**src/rtl/branch_pkg.sv**
```systemverilog
// Shared constants for the EX-stage branch controller: opcodes, condition-mux
// select encoding and controller FSM states.
package branch_pkg;

   localparam int unsigned OP_W  = 6;
   localparam int unsigned SEL_W = 2;

   localparam logic [OP_W-1:0] OP_BEQ = 6'h04;
   localparam logic [OP_W-1:0] OP_BGE = 6'h01;
   localparam logic [OP_W-1:0] OP_BGT = 6'h07;
   localparam logic [OP_W-1:0] OP_BNE = 6'h05;

   typedef enum logic [SEL_W-1:0] {
      SEL_BEQ = 2'd0,
      SEL_BGE = 2'd1,
      SEL_BGT = 2'd2,
      SEL_BNE = 2'd3
   } sel_e;

   typedef enum logic [1:0] {
      ST_IDLE   = 2'd0,
      ST_FLUSH1 = 2'd1,
      ST_FLUSH2 = 2'd2
   } state_e;

endpackage

```
**src/rtl/branch_cond.sv**
```systemverilog
// Combinational branch-condition decode: opcode plus ALU flags to
// condition-mux select, taken and legal indications.
module branch_cond
   import branch_pkg::*;
(
   input  logic [OP_W-1:0] op_i,
   input  logic            zero_i,
   input  logic            sign_i,
   output sel_e            select_c_o,
   output logic            taken_c_o,
   output logic            legal_c_o
);

   always_comb begin
      select_c_o = SEL_BEQ;
      taken_c_o  = 1'b0;
      legal_c_o  = 1'b1;
      case (op_i)
         OP_BEQ: begin
            select_c_o = SEL_BEQ;
            taken_c_o  = zero_i;
         end
         OP_BGE: begin
            select_c_o = SEL_BGE;
            taken_c_o  = !sign_i;
         end
         OP_BGT: begin
            select_c_o = SEL_BGT;
            taken_c_o  = !sign_i && !zero_i;
         end
         OP_BNE: begin
            select_c_o = SEL_BNE;
            taken_c_o  = !zero_i;
         end
         default: legal_c_o = 1'b0;
      endcase
   end

endmodule

```
**src/rtl/branch_ctrl.sv**
```systemverilog
// EX-stage branch resolution: one-cycle redirect, two-cycle pipeline flush,
// illegal-opcode pulse and saturating branch/taken statistics.
module branch_ctrl
   import branch_pkg::*;
#(
   parameter int unsigned CNT_W  = 16,
   parameter int unsigned ADDR_W = 32
) (
   input  logic              clk_i,
   input  logic              rst_i,
   input  logic              valid_i,
   input  logic              branch_i,
   input  logic [OP_W-1:0]   op_i,
   input  logic              zero_i,
   input  logic              sign_i,
   input  logic [ADDR_W-1:0] target_i,
   input  logic              stall_i,
   output logic [SEL_W-1:0]  select_o,
   output logic              pc_src_o,
   output logic [ADDR_W-1:0] target_o,
   output logic              flush_o,
   output logic              illegal_o,
   output logic [CNT_W-1:0]  branch_cnt_o,
   output logic [CNT_W-1:0]  taken_cnt_o
);

   state_e              state_q, state_d;
   sel_e                select_q, select_d;
   logic                pc_src_q, pc_src_d;
   logic [ADDR_W-1:0]   target_q, target_d;
   logic                flush_q, flush_d;
   logic                illegal_q, illegal_d;
   logic [CNT_W-1:0]    branch_cnt_q, branch_cnt_d;
   logic [CNT_W-1:0]    taken_cnt_q, taken_cnt_d;

   sel_e                cond_sel;
   logic                cond_taken;
   logic                cond_legal;

   branch_cond u_cond (
      .op_i       (op_i),
      .zero_i     (zero_i),
      .sign_i     (sign_i),
      .select_c_o (cond_sel),
      .taken_c_o  (cond_taken),
      .legal_c_o  (cond_legal)
   );

   always_ff @(posedge clk_i or posedge rst_i) begin
      if (rst_i) begin
         state_q      <= ST_IDLE;
         select_q     <= SEL_BEQ;
         pc_src_q     <= 1'b0;
         target_q     <= '0;
         flush_q      <= 1'b0;
         illegal_q    <= 1'b0;
         branch_cnt_q <= '0;
         taken_cnt_q  <= '0;
      end else begin
         state_q      <= state_d;
         select_q     <= select_d;
         pc_src_q     <= pc_src_d;
         target_q     <= target_d;
         flush_q      <= flush_d;
         illegal_q    <= illegal_d;
         branch_cnt_q <= branch_cnt_d;
         taken_cnt_q  <= taken_cnt_d;
      end
   end

   // A stall freezes every register, so a pending redirect is re-presented afterwards.
   always_comb begin
      state_d      = state_q;
      select_d     = select_q;
      pc_src_d     = pc_src_q;
      target_d     = target_q;
      illegal_d    = illegal_q;
      branch_cnt_d = branch_cnt_q;
      taken_cnt_d  = taken_cnt_q;
      if (!stall_i) begin
         pc_src_d  = 1'b0;
         illegal_d = 1'b0;
         case (state_q)
            ST_IDLE: begin
               if (valid_i && branch_i) begin
                  if (cond_legal) begin
                     select_d = cond_sel;
                     target_d = target_i;
                     if (branch_cnt_q != '1) branch_cnt_d = branch_cnt_q + CNT_W'(1);
                     if (cond_taken) begin
                        pc_src_d = 1'b1;
                        state_d  = ST_FLUSH1;
                        if (taken_cnt_q != '1) taken_cnt_d = taken_cnt_q + CNT_W'(1);
                     end
                  end else begin
                     select_d  = SEL_BEQ;
                     illegal_d = 1'b1;
                  end
               end
            end
            ST_FLUSH1: state_d = ST_FLUSH2;
            ST_FLUSH2: state_d = ST_IDLE;
            default:   state_d = ST_IDLE;
         endcase
      end
      flush_d = (state_d != ST_IDLE);
   end

   assign select_o     = select_q;
   assign pc_src_o     = pc_src_q;
   assign target_o     = target_q;
   assign flush_o      = flush_q;
   assign illegal_o    = illegal_q;
   assign branch_cnt_o = branch_cnt_q;
   assign taken_cnt_o  = taken_cnt_q;

endmodule

```
**config.mk**
```make
export PLATFORM = sky130hd
export DESIGN_NAME = branch_ctrl
export DESIGN_NICKNAME = d
export VERILOG_FILES = /design/src/rtl/branch_pkg.sv /design/src/rtl/branch_cond.sv /design/src/rtl/branch_ctrl.sv
export SDC_FILE = /design/constraint.sdc
export NUM_CORES = 1
export LEC_CHECK = 0
export BUFFER_PORTS_ARGS = -buffer_cell sky130_fd_sc_hd__buf_2
export CORE_MARGIN = 2
export CORE_UTILIZATION = 50
export CTS_CLUSTER_DIAMETER = 150
export DETAILED_ROUTE_END_ITERATION = 16
export PLACE_DENSITY_LB_ADDON = 0.12
export SYNTH_ARGS = -nofsm -noshare
export SYNTH_HDL_FRONTEND = slang
export SYNTH_SLANG_ARGS = --single-unit
```
**constraint.sdc**
```tcl
create_clock -name clk_i -period 3.1 [get_ports clk_i]
set_input_delay 0.155 -clock clk_i [delete_from_list [all_inputs] [get_ports clk_i]]
set_output_delay 0.155 -clock clk_i [all_outputs]
set_load 0.02 [all_outputs]
```
==> impl_metrics.env <==
export IMPL_outcome="completed"
export IMPL_drc=0
export IMPL_ff2ff_path_depth=5
export IMPL_setup_tns_ns=0
export IMPL_ys_dominant_reg_cell="sky130_fd_sc_hd__dfrtp_1"
export IMPL_holdPathEnd="target_o[15]"
export IMPL_grt_ovfl_total=0
export IMPL_gp_congestion=0.854
export IMPL_route_vias_total=2403
export IMPL_dp_cells=436
export IMPL_chipWidth_um=83.2
export IMPL_number_of_global_route_vias_before_repair=2434
export IMPL_route_antenna_remaining_nets=0
export IMPL_timing_critical_path_to_type="register"
export IMPL_critical_path_class="reg2reg"
export IMPL_antenna_cells_inserted=0
export IMPL_clkLatencyLatePin_ns=0.34
export IMPL_timing_hold_worst_path_depth=2
export IMPL_floorplan_io_pins=114
export IMPL_synth_edff_count=0
export IMPL_grt_pass1_wl_um=11100
export IMPL_final_fill_count=480
export IMPL_finalCriticalPeriod_ns=2.20
export IMPL_skew_ns=0.00845
export IMPL_post_drt_via_cell_ratio=5.32
export IMPL_cts_repair_resized=0
export IMPL_power_total_w=0.00212
export IMPL_final_min_period_over_clock_period_pct=70.8
export IMPL_max_clock_freq_mhz=455
export IMPL_drv_slew=0
export IMPL_route_detailed_wl_per_inst_um=14.6
export IMPL_synth_seq_cells=71
export IMPL_cts_root_buf="sky130_fd_sc_hd__clkbuf_8"
export IMPL_postSynthAreaPerCell_um2=12.6
export IMPL_hp_start="target_i[15]"
export IMPL_layout_drive_gt1_share_pct=47.5
export IMPL_cts_setup_buffers=0
export IMPL_clkSinkCount=71
export IMPL_clk_pin_slew_worst_paths_ns=0.08
export IMPL_initial_utilization_pct=52.3
export IMPL_final_core_utilization_pct=66.9
export IMPL_total_leakage_power_nw=2.14
export IMPL_instances_no_fill=452
export IMPL_synth_seq_area_share_pct=56.7
export IMPL_htreeDepth=3
export IMPL_detailedRoute_firstPassIterationCount=5
export IMPL_crit_required_ns=3.32
export IMPL_finalSetupViolations=0
export IMPL_grt_total_usage_pct=19.9
export IMPL_drv_cap=0
export IMPL_tritoncts="yes"
export IMPL_power_per_cell_area_mw_per_mm2=528
export IMPL_final_hold_vios=0
export IMPL_synth_cells=249
export IMPL_die_y_um=83.2
export IMPL_die_area_mm2=0.00692
export IMPL_timing_rr_end="taken_cnt_o[10]"
export IMPL_wl_um=6610
export IMPL_syn_cell_area_mm2=0.00313
export IMPL_worst_ir_drop_vdd_v=0.000340
export IMPL_timing_worst_slew_pin_value_ns=0.868
export IMPL_first_iter_violations=76
export IMPL_worst_slew_margin_rel_pct=42.1
export IMPL_hold_path_class="in2reg"
export IMPL_clock_tree_buffer_depth=2
export IMPL_antenna_found_initial=0
export IMPL_cts_hold_repair_buffers=0
export IMPL_unrepaired_setup_endpoints_after_global_routing="false"
export IMPL_core_mm2=0.00599
export IMPL_grt_max_degree=72
export IMPL_synth_async_sr_flop_share_pct=100
export IMPL_layout_nets=419
export IMPL_port_buffers=113
export IMPL_floorplan_rows=28
export IMPL_worst_ep_arrival_time_ns=2.42
export IMPL_startpoint_type="register"
export IMPL_total_number_of_yosys_warnings=0
export IMPL_worst_r2r_setup_slack_ns=0.90
export IMPL_tritoncts_num_buffers=9
export IMPL_detailed_place_hpwl_um=4840
export IMPL_cp_max_fo=5
export IMPL_ys_types=41
export IMPL_syn_nets=296
export IMPL_layout_area_overhead_vs_synth_pct=27.9
export IMPL_reg2reg_from="state_q[0]"
[worst max path at each step]
stage | from | end | slack [ns]
floorplan | taken_cnt_o[0] | taken_cnt_o[1] | 1.02
global placement | state_q[0] | taken_cnt_o[10] | 0.97
detailed placement | state_q[0] | taken_cnt_o[10] | 0.92
CTS | state_q[0] | taken_cnt_o[10] | 0.91
global route | state_q[0] | taken_cnt_o[10] | 0.80
finish | state_q[0] | taken_cnt_o[10] | 0.90
[where the power goes]
part | switching [W] | leakage (nW) | internal (W)
combinational | 0.000179 | 1.07 | 0.000124
sequential | 0.0000399 | 0.967 | 0.000996
clock | 0.000339 | 0.101 | 0.000437
total | 0.000558 | 2.14 | 0.00156
[sequential cells by signal (all words and copies together) (netlist names)]
register      count
taken_cnt_o      16
select_o          2
state_q           2
pc_src_o          1
illegal_o         1
branch_cnt_o     16
flush_o           1
target_o         32
[per-stage QoR]
step                      hold WS [ns]  instance area, µm²  setup WS, ns
after floorplan                  0.251                3130          1.02
after global placement           0.385                3790         0.971
after detailed placement         0.391                3790         0.922
after CTS                       0.0277                4010         0.909
after global routing            0.0239                4010         0.803
final                           0.0445                4010         0.904
[worst max-delay path: stages (launching register included)]
cell	delay [ns]
sky130_fd_sc_hd__dfrtp_1	0.40
sky130_fd_sc_hd__or4_1	0.47
sky130_fd_sc_hd__a2111o_1	0.37
sky130_fd_sc_hd__o21ba_2	0.31
sky130_fd_sc_hd__and4_1	0.21
sky130_fd_sc_hd__mux2_2	0.32
[synth_stat cells (all sizes together), types with 2 or more instances]
library cell | count | share of area (%)
dfrtp | 71 | 57
mux2 | 36 | 13
nand2 | 23 | 2.8
xor2 | 15 | 4.2
xnor2 | 12 | 3.4
nand3 | 11 | 1.8
nor2 | 11 | 1.3
nand4 | 10 | 2.0
nor3 | 8 | 1.3
and4 | 6 | 1.7
and3 | 5 | 1.0
buf | 4 | 0.84
o21ai | 4 | 0.64
or2 | 4 | 0.80
a21oi | 3 | 0.60
nand2b | 3 | 0.60
ha | 2 | 0.80
nor4 | 2 | 0.60
o21bai | 2 | 0.84
[cells by family after synthesis]
logic type,count (synthesis),share of synthesized area (%)
AO/OA/AOI/OAI,18,5.19
flip-flops,71,56.7
XOR/XNOR,27,7.55
multiplexers,36,12.9
AND/OR/NAND/NOR,90,15.9
adder cells (fa/ha/maj),2,0.799
buffers and inverters,5,0.958
[layout by cell type, fill, tap and decap left out, types with 2 or more instances in the layout]
cell,count
sky130_fd_sc_hd__nor3_1,8
sky130_fd_sc_hd__o21ai_0,3
sky130_fd_sc_hd__mux2_2,36
sky130_fd_sc_hd__nor2_1,11
sky130_fd_sc_hd__clkbuf_8,12
sky130_fd_sc_hd__dfrtp_1,71
sky130_fd_sc_hd__buf_4,3
sky130_fd_sc_hd__a21oi_1,2
sky130_fd_sc_hd__nand2_1,23
sky130_fd_sc_hd__nand3_1,11
sky130_fd_sc_hd__nand2b_1,3
sky130_fd_sc_hd__or2_2,4
sky130_fd_sc_hd__and4_1,6
sky130_fd_sc_hd__ha_1,2
sky130_fd_sc_hd__buf_2,113
sky130_fd_sc_hd__clkinvlp_4,3
sky130_fd_sc_hd__and3_1,5
sky130_fd_sc_hd__nand4_1,10
sky130_fd_sc_hd__xor2_1,15
sky130_fd_sc_hd__xnor2_1,12
[cell type report]
| type | instances | area (µm²) | share of cell area (%) |
|---|---|---|---|
| sequential | 71 | 1780 | 44.3 |
| multi-input combinational | 173 | 1330 | 33.1 |
| timing repair buffer | 116 | 588 | 14.7 |
| clock buffer | 12 | 165 | 4.12 |
| tap | 75 | 93.8 | 2.34 |
| clock inverter | 4 | 52.6 | 1.31 |
| inverter | 1 | 3.75 | 0.0937 |
[metal layers]
layer  wire length [µm]  GRT usage (%)  up-vias
met5                  0              0        -
met4                163           9.69        0
met3                482           6.46       14
met2               3100           30.7       85
met1               2860           25.3     1158
li1                   -              -     1146
Power figures use the tool's default switching activity.
